===== src/rtl/mem_access_stage.sv =====
// mem_access_stage: MEM-stage load/store unit between the EX/MEM and MEM/WB registers.
// Issues one req/ack data-memory access per load/store, stalls the pipeline until the
// access completes (or times out), builds store byte lanes and aligns/extends load data.
// Optional feature: define MISALIGN_TRAP_EN to trap misaligned half/word accesses
// (no bus request, misalign_o pulse) instead of silently truncating the address.
module mem_access_stage #(
    parameter int TIMEOUT_CYCLES = 16,
    parameter int CNT_W          = 5
) (
    input  logic        CLK,
    input  logic        RESET,
    input  logic        MemRead_i,
    input  logic        MemWrite_i,
    input  logic [2:0]  funct3_i,
    input  logic [31:0] Addr_i,
    input  logic [31:0] WriteData_i,
    output logic        dmem_req_o,
    output logic        dmem_we_o,
    output logic [31:0] dmem_addr_o,
    output logic [3:0]  dmem_be_o,
    output logic [31:0] dmem_wdata_o,
    input  logic        dmem_ack_i,
    input  logic [31:0] dmem_rdata_i,
    output logic [31:0] ReadData_o,
    output logic        Stall_o,
`ifdef MISALIGN_TRAP_EN
    output logic        misalign_o,
`endif
    output logic        err_o
);

    typedef enum logic [1:0] {S_IDLE, S_REQ, S_DONE} state_t;

    localparam logic [1:0] SZ_B = 2'd0;
    localparam logic [1:0] SZ_H = 2'd1;
    localparam logic [1:0] SZ_W = 2'd2;

    state_t            state, state_nxt;
    logic [CNT_W-1:0]  cnt;
    logic [31:0]       addr_q, wdata_q, read_data;
    logic [3:0]        be_q;
    logic              we_q, err_q;
    logic [2:0]        f3_q;

    logic              go, timeout;
    logic [1:0]        sz_d;
    logic [3:0]        be_d;
    logic [31:0]       wdata_d;
    logic              mis_d;

    // Access size: stores know only B/H/W, loads add the unsigned variants; anything else is a word.
    function automatic logic [1:0] size_of(input logic st, input logic [2:0] f3);
        logic [1:0] sz;
        sz = SZ_W;
        if (st) begin
            if (f3 == 3'b000)      sz = SZ_B;
            else if (f3 == 3'b001) sz = SZ_H;
        end else begin
            if (f3 == 3'b000 || f3 == 3'b100)      sz = SZ_B;
            else if (f3 == 3'b001 || f3 == 3'b101) sz = SZ_H;
        end
        return sz;
    endfunction

    // Pick the addressed byte/half out of the bus word and sign- or zero-extend it.
    function automatic logic [31:0] load_align(input logic [31:0] rd, input logic [1:0] a,
                                               input logic [2:0] f3);
        logic [7:0]  b;
        logic [15:0] h;
        logic [31:0] res;
        case (a)
            2'd0:    b = rd[7:0];
            2'd1:    b = rd[15:8];
            2'd2:    b = rd[23:16];
            default: b = rd[31:24];
        endcase
        h = a[1] ? rd[31:16] : rd[15:0];
        case (f3)
            3'b000:  res = {{24{b[7]}}, b};
            3'b100:  res = {24'd0, b};
            3'b001:  res = {{16{h[15]}}, h};
            3'b101:  res = {16'd0, h};
            default: res = rd;
        endcase
        return res;
    endfunction

    // Request decode: byte enables, replicated store lanes and misalignment for the incoming op.
    always_comb begin
        go      = MemRead_i | MemWrite_i;
        sz_d    = size_of(MemWrite_i, funct3_i);
        be_d    = 4'b1111;
        wdata_d = WriteData_i;
        if (MemWrite_i) begin
            case (sz_d)
                SZ_B: begin
                    be_d    = 4'b0001 << Addr_i[1:0];
                    wdata_d = {4{WriteData_i[7:0]}};
                end
                SZ_H: begin
                    be_d    = Addr_i[1] ? 4'b1100 : 4'b0011;
                    wdata_d = {2{WriteData_i[15:0]}};
                end
                default: begin
                    be_d    = 4'b1111;
                    wdata_d = WriteData_i;
                end
            endcase
        end
`ifdef MISALIGN_TRAP_EN
        mis_d = ((sz_d == SZ_H) && Addr_i[0]) || ((sz_d == SZ_W) && (Addr_i[1:0] != 2'b00));
`else
        mis_d = 1'b0;
`endif
    end

    assign timeout = (cnt == CNT_W'(TIMEOUT_CYCLES - 1));

    // Next-state logic for the IDLE -> REQ -> DONE access sequence.
    always_comb begin
        state_nxt = state;
        case (state)
            S_IDLE:  if (go) state_nxt = mis_d ? S_DONE : S_REQ;
            S_REQ:   if (dmem_ack_i || timeout) state_nxt = S_DONE;
            default: state_nxt = S_IDLE;
        endcase
    end

    // State register; an async reset drops an in-flight request immediately.
    always_ff @(posedge CLK or negedge RESET) begin
        if (!RESET) state <= S_IDLE;
        else        state <= state_nxt;
    end

    // Latch the bus request, count REQ cycles, capture load data and flag errors.
    always_ff @(posedge CLK or negedge RESET) begin
        if (!RESET) begin
            cnt       <= '0;
            addr_q    <= '0;
            be_q      <= '0;
            wdata_q   <= '0;
            we_q      <= 1'b0;
            f3_q      <= '0;
            read_data <= '0;
            err_q     <= 1'b0;
`ifdef MISALIGN_TRAP_EN
            misalign_o <= 1'b0;
`endif
        end else begin
            err_q <= 1'b0;
`ifdef MISALIGN_TRAP_EN
            misalign_o <= 1'b0;
`endif
            case (state)
                S_IDLE: begin
                    cnt <= '0;
                    if (go && mis_d) begin
                        read_data <= '0;
`ifdef MISALIGN_TRAP_EN
                        misalign_o <= 1'b1;
`endif
                    end else if (go) begin
                        addr_q  <= Addr_i;
                        be_q    <= be_d;
                        wdata_q <= wdata_d;
                        we_q    <= MemWrite_i;
                        f3_q    <= funct3_i;
                    end
                end
                S_REQ: begin
                    cnt <= cnt + CNT_W'(1);
                    if (dmem_ack_i) begin
                        if (!we_q) read_data <= load_align(dmem_rdata_i, addr_q[1:0], f3_q);
                    end else if (timeout) begin
                        read_data <= '0;
                        err_q     <= 1'b1;
                    end
                end
                default: cnt <= '0;
            endcase
        end
    end

    assign dmem_req_o   = (state == S_REQ);
    assign dmem_we_o    = we_q;
    assign dmem_addr_o  = {addr_q[31:2], 2'b00};
    assign dmem_be_o    = be_q;
    assign dmem_wdata_o = wdata_q;
    assign ReadData_o   = read_data;
    assign err_o        = err_q;
    assign Stall_o      = RESET & (((state == S_IDLE) & go) | (state == S_REQ));

endmodule


===== config.mk =====
export PLATFORM = sky130hd
export DESIGN_NAME = mem_access_stage
export DESIGN_NICKNAME = d
export VERILOG_FILES = /design/src/rtl/mem_access_stage.sv
export SDC_FILE = /design/constraint.sdc
export NUM_CORES = 1
export LEC_CHECK = 0
export CAP_MARGIN = 0
export CORE_MARGIN = 8
export CORE_UTILIZATION = 45
export CTS_CLUSTER_SIZE = 14
export DETAILED_ROUTE_END_ITERATION = 10
export DONT_BUFFER_PORTS = 1
export PLACE_DENSITY = 0.69
export SLEW_MARGIN = 15
export SYNTH_ARGS = -nofsm -noshare
export SYNTH_HDL_FRONTEND = slang
export SYNTH_SLANG_ARGS = --single-unit

===== constraint.sdc =====
create_clock -name CLK -period 2.05 [get_ports CLK]
set_clock_uncertainty 0.1 [all_clocks]
set_input_delay 0.5125 -clock CLK [delete_from_list [all_inputs] [get_ports CLK]]
set_output_delay 0.5125 -clock CLK [all_outputs]
set_load 0.1 [all_outputs]

# [Word level (Yosys, flattened, before mapping)]
# Index checks and enable logic that the tools add are counted.
[classes] add_sub_neg=1 eq_ne=14 n_shift=1 n_mux=23 bitwise_logic=4 n_reduce_logical=12
[ops] cell="$mux W32" n=4
[ops] cell="$pmux W32 S4" n=1
[ops] cell="$pmux W32 S2" n=1
[ops] cell="$pmux W8 S3" n=1
[ops] cell="$mux W16" n=1
[ops] cell="$mux W2" n=7
[ops] cell="$eq A3 B3 Y1 const B" n=4
[ops] cell="$mux W4" n=2
[ops] cell="$pmux W4 S2" n=1
[ops] cell="$eq A2 B1 Y1 const B" n=3
[ops] cell="$eq A3 B1 Y1 const B" n=2
[ops] cell="$logic_not A2 Y1" n=3
[ops] cell="$logic_not A3 Y1" n=2
[ops] cell="$add A5 B1 Y5 const B" n=1
[ops] cell="$eq A5 B4 Y1 const B" n=1
[ops] cell="$mux W5" n=1
[ops] cell="$ne A2 B2 Y1 const B" n=2
[ops] cell="$pmux W2 S2" n=1
[ops] cell="$reduce_and A2 Y1" n=2
[ops] cell="$shl A1 B2 Y4 const A" n=1
[ops] cell="$logic_or A1 B1 Y1" n=3
[ops] cell="$mux W1" n=3
[ops] cell="$reduce_and A3 Y1" n=1
[ops] cell="$and A1 B1 Y1" n=2
[ops] cell="other kinds (4)" n=5
[word_totals] reg_bits=112 in_bits=104 elab_cells=64

# [Logic depth before layout (Yosys ltp)]
# Gate-level depths: netlist (run 1).
[depth] ltp_word=8 depth_mapped=8 mapped_depth_nobuf=7

# [Least setup slack after synthesis (run 1)]
# OpenSTA, ideal clock, no wires.
[synth_path] path_kind="input to output" startpoint="input MemWrite_i" endpoint="output Stall_o" arrival_ns=2.748 t_required_ns=1.437 setup_slack_ns=-1.311 path_stages=2 cell_sequence="nor3_1 nor3b_1"
[synth_via] elab_chain_len=4
[synth_lines] item="start, declared" line="13" text="input logic MemWrite_i,"
[synth_lines] item="$or A1 B1 Y1" line="90" text="go = MemRead_i | MemWrite_i;"
[synth_lines] item="$and A1 B1 Y1" line="191" text="assign Stall_o = RESET & (((state == S_IDLE) & go) | (state == S_REQ));"
[synth_lines] item="$or A1 B1 Y1" line="191"
[synth_lines] item="$and A1 B1 Y1" line="191"
[synth_lines] item="end, declared" line="25" text="output logic Stall_o,"
# No other way between the ends.

# [Worst setup path after layout (run 1)]
[layout_path] startpoint="register cnt[0]" endpoint="register read_data[13], in the netlist ReadData_o[13]"
[layout_via] elab_chain_len=3
[layout_lines] item="start, declared" line="39" text="logic [CNT_W-1:0] cnt;"
[layout_lines] item="start signal, assigned" line="171" text="cnt <= cnt + CNT_W'(1);"
[layout_lines] item="$eq A5 B4 Y1" line="117" text="assign timeout = (cnt == CNT_W'(TIMEOUT_CYCLES - 1));"
[layout_lines] item="$reduce_bool A2 Y1 (no source line)"
[layout_lines] item="$reduce_and A3 Y1 (no source line)"
[layout_lines] item="end signal, assigned" line="173" text="if (!we_q) read_data <= load_align(dmem_rdata_i, addr_q[1:0], f3_q);"
[layout_lines] item="end, declared" line="40" text="logic [31:0] addr_q, wdata_q, read_data;"
# No other way between the ends.
# A chain may end at the register's enable or synchronous reset.

==> impl_metrics.yaml, run 1 <==
routing:
  viasPerCell: 5.76
  routedWlPerCell_um: 22.3
  drt_first_iter_violations: 246
  wirelength_um: 13500
  drtPass1Iterations: 4
  dr_total_vias: 3497
  drc: 0
  antenna_left: 0
floorplan:
  die_y_um: 124
  design.core.area_um2: 11400
  ios: 208
  start_util: 0.460
  dieArea_um2: 15400
  rows: 39
  die_w_um: 124
setup_path:
  critPathCaptureType: "register"
  cp-start-kind: "register"
  crit_start: "cnt[0]$_DFF_PN0_"
  reg2reg_from: "cnt[0]$_DFF_PN0_"
  critical_path_class: "reg -> reg"
  crit_required_ns: 2.17
  cp_max_fo: 8
  cp.arrival_ns: 2.24
placed_design:
  io_buffer_count: 0
  dpl_worst_slack_ns: -0.0408
  place.gp.congestion: 0.824
  dpl.hpwl_um: 9940
clocking:
  cts_root_buf: "clkbuf_16"
  clock_sinks: 112
  cts_buffers: 9
  clk-insertion-delay-late_ns: 0.35
  cts_max_level: 3
  cts_tree: "done"
  clockBufferDepth: 2
  clk_pin_slew_ns: 0.07
final_layout:
  fill_cells: 997
  multiInputGateArea_um2: 2080
  finalNetCount: 565
  diodes: 0
  area_growth_syn_to_layout_pct: 14.3
  drive_gt1_frac: 0.310
  register_area_um2: 2800
synth:
  ys_seq_elements: 112
  synth_edf_count: 0
  avgSynthCellArea_um2: 11.8
  synthCells: 445
  synthArstFlopShare: 1.00
  synth_cell_type_count: 43
  yosysSeqAreaShare: 0.534
  synthFlopType: "dfrtp_1"
  ys_warn_count: 0
  syn_area_um2: 5250
flow_run:
  max_cap_viol_count: 0
sta:
  period_share: 1.03
  hold_viol_final: 112
  min_period_ns: 2.11
  fmax_mhz: 473
  slew_headroom: 0.373
  worst_pin_slew_ns: 0.940
  whs_ns: -0.242
  maxSlewViolCount: 0
  final.setup.worst_slack_ns: -0.0620
  rsz0062_at_grt: "true"
  setup_violations: 4
grt:
  grt_max_degree: 114
  grt_first_pass_wirelength_um: 20100
  grt_overflow_total: 0
  antenna_found_initial: 1
  grt_use_total: 0.171
  grt_pass1_vias: 3601
run_status:
  violations: "negative hold slack, negative setup slack"
  outcome: "finished with violations"
min_path:
  min_path_type: "in -> async"
[timing repair]
item	in CTS	in global routing
resized for setup	1	6
buffers inserted	2	4
endpoints found under the hold margin	112	112
setup endpoints to repair	8	10
gates cloned	0	2
pin swaps	1	3
[path summary, 6_finish.rpt]
check                                                to  slack (ns)  cells after the start
setup reg to reg             ReadData_o[13]$_DFFE_PN0P_       -0.06                      8
max in group asynchronous         dmem_we_o$_DFFE_PN0P_        1.95                      0
setup / recovery             ReadData_o[13]$_DFFE_PN0P_       -0.06                      8
hold / removal                ReadData_o[9]$_DFFE_PN0P_       -0.24                      0
min in group CLK                        err_o$_DFF_PN0_        0.14                      1
hold reg to reg            dmem_wdata_o[21]$_DFFE_PN0P_        0.38                      2
[cell usage in the layout, fill, tap and decap left out, types with 2 or more instances in the layout]
| cell type | Yosys | layout |
|---|---|---|
| clkbuf_16 | 0 | 11 |
| a21oi_1 | 6 | 6 |
| inv_1 | 6 | 6 |
| buf_4 | 39 | 55 |
| o21ai_4 | 1 | 2 |
| nor2b_1 | 3 | 3 |
| a221o_1 | 14 | 14 |
| a22oi_1 | 8 | 8 |
| bufinv_16 | 0 | 3 |
| and2_1 | 2 | 2 |
| o21ai_0 | 26 | 25 |
| dfrtp_1 | 112 | 111 |
| o211ai_1 | 2 | 2 |
| nor3b_1 | 3 | 2 |
| nor3_1 | 10 | 10 |
| nand2b_1 | 18 | 18 |
| nor2_1 | 29 | 28 |
| mux2_2 | 52 | 52 |
| conb_1 | 1 | 2 |
| mux2i_1 | 16 | 16 |
| a222oi_1 | 7 | 7 |
| buf_12 | 0 | 5 |
| nand2_1 | 32 | 32 |
| a22o_1 | 16 | 16 |
[cell usage after synthesis (all sizes together) (2+ instances only)]
cell    instances  area share
a22oi           8       0.011
buf            51       0.072
dfrtp         112        0.53
ha              2      0.0048
inv             6      0.0043
nand2          32       0.023
nand3           2      0.0043
and2            2      0.0024
nor2b           3      0.0036
a222oi          7       0.013
a221o          14       0.027
mux2           52        0.11
mux2i          16       0.031
nor3b           3      0.0043
a21oi           6      0.0057
nand2b         18       0.021
nor2           29       0.021
and3            2      0.0024
clkbuf          9      0.0064
nor3           11       0.013
o21ai          28       0.029
a22o           16       0.027
o211ai          2      0.0029
[kinds of logic after synthesis]
family	synth area share
fa+ha+maj	0.00477
buf+inv	0.0827
mux	0.146
compound gates	0.127
xor+xnor	0.00334
other cells	0.000715
flops	0.534
simple gates	0.101
[critical path, cell delays in order, from the launching register on]
cell	delay [ns]
dfrtp_1	0.38
ha_2	0.21
and3_4	0.20
ha_4	0.14
nor2_4	0.04
a211o_4	0.30
buf_12	0.15
a222oi_1	0.34
nand2_1	0.12
[final cells by class]
| cell class | count | share of cell area |
|---|---|---|
| clock buffers | 11 | 0.0405 |
| clock inverters | 5 | 0.0173 |
| inverters | 6 | 0.00376 |
| multi-input cells | 268 | 0.347 |
| flip-flops and latches | 112 | 0.468 |
| well taps | 143 | 0.0298 |
| repair buffers | 62 | 0.0939 |
[flip-flops by register name, indices dropped and copies added, names as in the netlist]
signal	cells
ReadData_o	32
addr_q	32
cnt	5
dmem_be_o	4
dmem_wdata_o	32
dmem_we_o	1
err_o	1
f3_q	3
state	2
[metal layers]
layer | up-vias | global-route usage | wire [µm]
li1 | 1575 | - | -
met4 | 2 | 0.0610 | 300
met5 | - | 0 | 13
met3 | 22 | 0.0879 | 1630
met2 | 171 | 0.273 | 6590
met1 | 1727 | 0.194 | 5000
[stage by stage]
step | utilization | hold slack, ns | setup TNS (ns) | instances | instance area [µm²]
after floorplan | - | 0.117 | 0 | 446 | 5260
final | 0.525 | -0.242 | -0.0999 | 607 | 6000
after global placement | 0.483 | 0.121 | 0 | 583 | 5520
after detailed placement | 0.483 | 0.121 | -0.177 | 583 | 5520
after CTS | 0.515 | -0.269 | -0.0191 | 601 | 5880
after global routing | 0.525 | -0.270 | -0.951 | 607 | 6000
Power of run 1 is not shown: default switching activity piles up to over one toggle a cycle in this logic, so the estimate is an artifact.
==> run 2, diff against run 1 <==
==> constraint.sdc (replaced) <==
create_clock -name CLK -period 1.7 [get_ports CLK]
set_clock_uncertainty 0.1 [all_clocks]
set_input_delay 0.425 -clock CLK [delete_from_list [all_inputs] [get_ports CLK]]
set_output_delay 0.425 -clock CLK [all_outputs]
set_load 0.1 [all_outputs]
==> run 2 against run 1 <==
The flow still finishes with violations (negative hold slack, negative setup slack). First-iteration DRC count shrank 9.3%. Final area rose by 15%. Non-clock buffer count grew 63. Hold slack got worse by 0.088 ns. Critical path type unchanged.
==> impl_metrics.yaml, run 2 (synthesized netlist as in run 1, its figures left out) <==
grt:
  antenna_found_initial: 0
  grt_pass1_vias: 3898
  grt_first_pass_wirelength_um: 21100
  grt_max_degree: 114
  grt_overflow_total: 0
  grt_use_total: 0.178
final_layout:
  fill_cells: 919
  finalNetCount: 628
  postLayoutCoreUtil: 0.603
  fin_area_um2: 6890
  area_growth_syn_to_layout_pct: 31.3
  most-common-layout-cells: "dfrtp_1, buf_4, mux2_2"
  final_common_cell: "dfrtp_1"
  drive_gt1_frac: 0.474
  diodes: 0
sta:
  fmax_mhz: 491
  slew_headroom: 0.658
  period_share: 1.20
  hold_viol_final: 112
  rsz0062_at_grt: "true"
  worst_pin_slew_ns: 0.514
  final.setup.worst_slack_ns: -0.336
  whs_ns: -0.331
  min_period_ns: 2.04
  maxSlewViolCount: 0
  setup_violations: 34
placed_design:
  dpl.hpwl_um: 10600
  place.gp.congestion: 0.790
  placed_area_um2: 6270
  io_buffer_count: 0
clocking:
  cts_buffers: 9
  clk_pin_slew_ns: 0.07
  cts_root_buf: "clkbuf_16"
  cts_max_level: 3
  clk-insertion-delay-late_ns: 0.35
  clock_sinks: 112
  cts_tree: "done"
  clockBufferDepth: 2
setup_path:
  critPathCaptureType: "register"
  cp.arrival_ns: 2.16
  worstSetupEndpoint: "ReadData_o[10]$_DFFE_PN0P_"
  r2r_cells: 8
  cp_max_fo: 6
  cp-start-kind: "register"
  reg2reg_from: "cnt[1]$_DFF_PN0_"
  crit_start: "cnt[1]$_DFF_PN0_"
  critical_path_class: "reg -> reg"
  crit_required_ns: 1.82
  ff2ff_setup_slack_ns: -0.34
  reg2reg_to: "ReadData_o[10]$_DFFE_PN0P_"
floorplan:
  ios: 208
  die_y_um: 124
  dieArea_um2: 15400
  start_util: 0.460
  die_w_um: 124
  rows: 39
  design.core.area_um2: 11400
routing:
  wirelength_um: 14400
  viasPerCell: 5.57
  drt_first_iter_violations: 223
  dr_total_vias: 3723
  drc: 0
  routedWlPerCell_um: 21.5
  antenna_left: 0
  drtPass1Iterations: 4
flow_run:
  max_cap_viol_count: 0
run_status:
  violations: "negative hold slack, negative setup slack"
  outcome: "finished with violations"
min_path:
  min_path_type: "in -> async"
[run 2: changes by cell type in the layout (fill, tap and decap cells not counted), moves of 10 or more]
cell and delta:
buf_6 +10, dfrtp_2 +25, buf_12 +23, dfrtp_1 -26, buf_4 +28
[run 2: final cells by class]
class,instances,area [µm²],share of cell area
clock buffer,13,250,0.0363
clock inverter,1,30.0,0.00436
inverter,6,25.0,0.00363
multi-input combinational,268,2180,0.316
sequential,112,2840,0.412
tap,143,179,0.0260
timing repair buffer,125,1390,0.201
[run 2: worst min-delay path by stage]
stage | from | cells past startpoint | slack [ns] | to
finish | RESET | 0 | -0.33 | ReadData_o[27]$_DFFE_PN0P_
global route | RESET | 0 | -0.35 | ReadData_o[28]$_DFFE_PN0P_
CTS | RESET | 0 | -0.34 | ReadData_o[28]$_DFFE_PN0P_
detailed placement | RESET | 0 | 0.03 | ReadData_o[28]$_DFFE_PN0P_
global placement | RESET | 0 | 0.03 | ReadData_o[24]$_DFFE_PN0P_
floorplan | RESET | 0 | 0.03 | ReadData_o[0]$_DFFE_PN0P_
[run 2: metrics by stage]
step                      TNS [ns]  std cells  worst slack [ns]
after floorplan              -3.90        446            -0.198
after global placement       -4.09        637            -0.213
after detailed placement     -5.92        637            -0.298
after CTS                    -6.42        655            -0.303
after global routing         -9.71        668            -0.404
final                        -7.52        668            -0.336
[run 2: repair_timing]
action                                 CTS  global route
endpoints found under the hold margin  112           112
setup endpoints to repair               59            65
resized for setup                       35            20
setup buffers                            4             8
pin swaps                                5            21
cloned                                   0             5
[run 2: critical path, cell delays in order, from the launching register on]
cell and delay [ns]:
dfrtp_1 0.36, ha_2 0.19, and3_4 0.19, ha_4 0.13
nor2_2 0.04, a211o_4 0.31, buf_12 0.15, a222oi_1 0.36
nand2_1 0.09
[run 2: per-layer routing]
| layer | vias up | wire length, µm | GRT usage |
|---|---|---|---|
| li1 | 1702 | - | - |
| met1 | 1838 | 5310 | 0.197 |
| met2 | 164 | 6940 | 0.296 |
| met3 | 19 | 1820 | 0.0780 |
| met4 | 0 | 285 | 0.0662 |
| met5 | - | 0 | 0 |
Power of run 2 is left out for the same reason.
==> run 3, diff against run 2 <==
--- a/config.mk
+++ b/config.mk
@@ -11,7 +11,7 @@
 export CTS_CLUSTER_SIZE = 14
 export DETAILED_ROUTE_END_ITERATION = 10
 export DONT_BUFFER_PORTS = 1
-export PLACE_DENSITY = 0.69
+export PLACE_DENSITY = 0.67
 export SLEW_MARGIN = 15
 export SYNTH_ARGS = -nofsm -noshare
 export SYNTH_HDL_FRONTEND = slang
==> constraint.sdc (replaced) <==
create_clock -name CLK -period 2.62 [get_ports CLK]
set_clock_uncertainty 0.1 [all_clocks]
set_input_delay 0.393 -clock CLK [delete_from_list [all_inputs] [get_ports CLK]]
set_output_delay 0.393 -clock CLK [all_outputs]
set_load 0.1 [all_outputs]
==> run 3 against run 2 <==
The flow finishes with violations (negative hold slack). Register-to-register slack better by 0.85 ns. Global-route usage down 1.3 points. Via count down 13%. Final cell count down 16%. Maximum frequency down 3.3%. Die area unchanged. Final area down 20%. Critical path depth down 4. Flip-flop and latch count unchanged. Hold slack worse by 0.032 ns. Core utilization down 12 points. Wire length down 11%. Largest cell class unchanged.
==> impl_metrics.yaml, run 3 (synthesized netlist as in run 1, its figures left out) <==
routing:
  wirelength_um: 12800
  drc: 0
  dr_total_vias: 3250
  routedWlPerCell_um: 22.9
  drtPass1Iterations: 6
  antenna_left: 0
  drt_first_iter_violations: 143
  viasPerCell: 5.80
setup_path:
  worst_path_largest_cell_delay_ns: 0.71
  reg2reg_to: "ReadData_o[30]$_DFFE_PN0P_"
  ff2ff_setup_slack_ns: 0.51
  reg2reg_from: "addr_q[1]$_DFFE_PN0P_"
  crit_chain: "mux4_2 -> nand3_4 -> o21ai_4 -> a22o_1"
  path_buf_inv: 0
  critPathSlowestCell: "dfrtp_1"
  cp_top_family: "flip-flops"
  cp-start-kind: "register"
  cp_max_fo: 16
  r2r_cells: 4
  critPathCaptureType: "register"
  crit_required_ns: 2.75
  cp.arrival_ns: 2.24
  critical_path_class: "reg -> reg"
grt:
  grt_overflow_total: 0
  grt_max_degree: 114
  grt_pass1_vias: 3442
  grt_use_total: 0.165
  grt_first_pass_wirelength_um: 19300
  antenna_found_initial: 0
clocking:
  cts_resized: 0
  clock_sinks: 112
  cts_root_buf: "clkbuf_16"
  cts_max_level: 3
  clk-insertion-delay-late_ns: 0.34
  cts_buffers: 9
  clk_pin_slew_ns: 0.07
  clockBufferDepth: 2
  hold_buffers: 1
  postCtsSetupBuffers: 0
  cts_tree: "done"
final_layout:
  diodes: 0
  drive_gt1_frac: 0.216
  area_growth_syn_to_layout_pct: 4.58
  finalNetCount: 518
  final_common_cell: "dfrtp_1"
  most-common-layout-cells: "dfrtp_1, mux2_2, nand2_1"
floorplan:
  rows: 39
  ios: 208
  die_y_um: 124
  dieArea_um2: 15400
  start_util: 0.460
  design.core.area_um2: 11400
  die_w_um: 124
flow_run:
  max_cap_viol_count: 0
sta:
  slew_headroom: 0.371
  maxSlewViolCount: 0
  period_share: 0.804
  fin_tns_setup_ns: 0
  rsz0062_at_grt: "false"
  whs_ns: -0.363
  hold_viol_final: 112
  min_period_ns: 2.11
  fmax_mhz: 475
  setup_violations: 0
  worst_pin_slew_ns: 0.944
placed_design:
  io_buffer_count: 0
  place.gp.congestion: 0.829
  dpl.hpwl_um: 9690
min_path:
  min_path_type: "in -> async"
run_status:
  outcome: "finished with violations"
  violations: "negative hold slack"
[run 3: changes by cell type in the layout (fill, tap and decap cells not counted), moves of 5 or more]
cell / before / now
a22oi_1: 0 / 8
buf_6: 10 / 0
dfrtp_1: 85 / 112
dfrtp_2: 26 / 0
a22oi_2: 8 / 0
nor3_1: 5 / 10
buf_12: 28 / 2
buf_4: 83 / 12
[run 3: worst max path at each step]
stage,startpoint,endpoint,slack (ns),cells past startpoint
floorplan,MemWrite_i,Stall_o,0.48,2
global placement,addr_q[1]$_DFFE_PN0P_,ReadData_o[30]$_DFFE_PN0P_,0.61,4
detailed placement,addr_q[1]$_DFFE_PN0P_,ReadData_o[30]$_DFFE_PN0P_,0.54,4
CTS,addr_q[1]$_DFFE_PN0P_,ReadData_o[30]$_DFFE_PN0P_,0.53,4
global route,cnt[0]$_DFF_PN0_,ReadData_o[12]$_DFFE_PN0P_,0.37,8
finish,addr_q[1]$_DFFE_PN0P_,ReadData_o[30]$_DFFE_PN0P_,0.51,4
[run 3: worst register-to-register path, cell delays in order, from the launching register on]
cell and delay (ns):
dfrtp_1 0.71, mux4_2 0.64, nand3_4 0.16, o21ai_4 0.16, a22o_1 0.24
[run 3: per-stage QoR]
step / cells / utilization / instance area [µm²] / hold WS [ns] / setup WS, ns
finish: 560 / 0.481 / 5490 / -0.363 / 0.514
floorplan: 446 / - / 5260 / -0.00259 / 0.484
CTS: 560 / 0.481 / 5490 / -0.380 / 0.528
global placement: 543 / 0.454 / 5180 / 0.00135 / 0.613
detailed placement: 543 / 0.454 / 5180 / 0.00111 / 0.542
global route: 560 / 0.481 / 5490 / -0.386 / 0.372
[run 3: final cells by class]
class / instances / area (µm²)
fillers: 1037 / 5930
flip-flops and latches: 112 / 2800
multi-input cells: 268 / 2050
clock buffers: 10 / 229
well taps: 143 / 179
repair buffers: 15 / 140
clock inverters: 6 / 68.8
inverters: 6 / 22.5
[run 3: layer usage]
layer / GRT usage / share of wire / routed length, µm
met5: 0 / 0 / 0
met4: 0.0632 / 0.019 / 243
met3: 0.0879 / 0.15 / 1890
met2: 0.262 / 0.47 / 6080
met1: 0.185 / 0.36 / 4630
Power of run 3 is left out for the same reason.
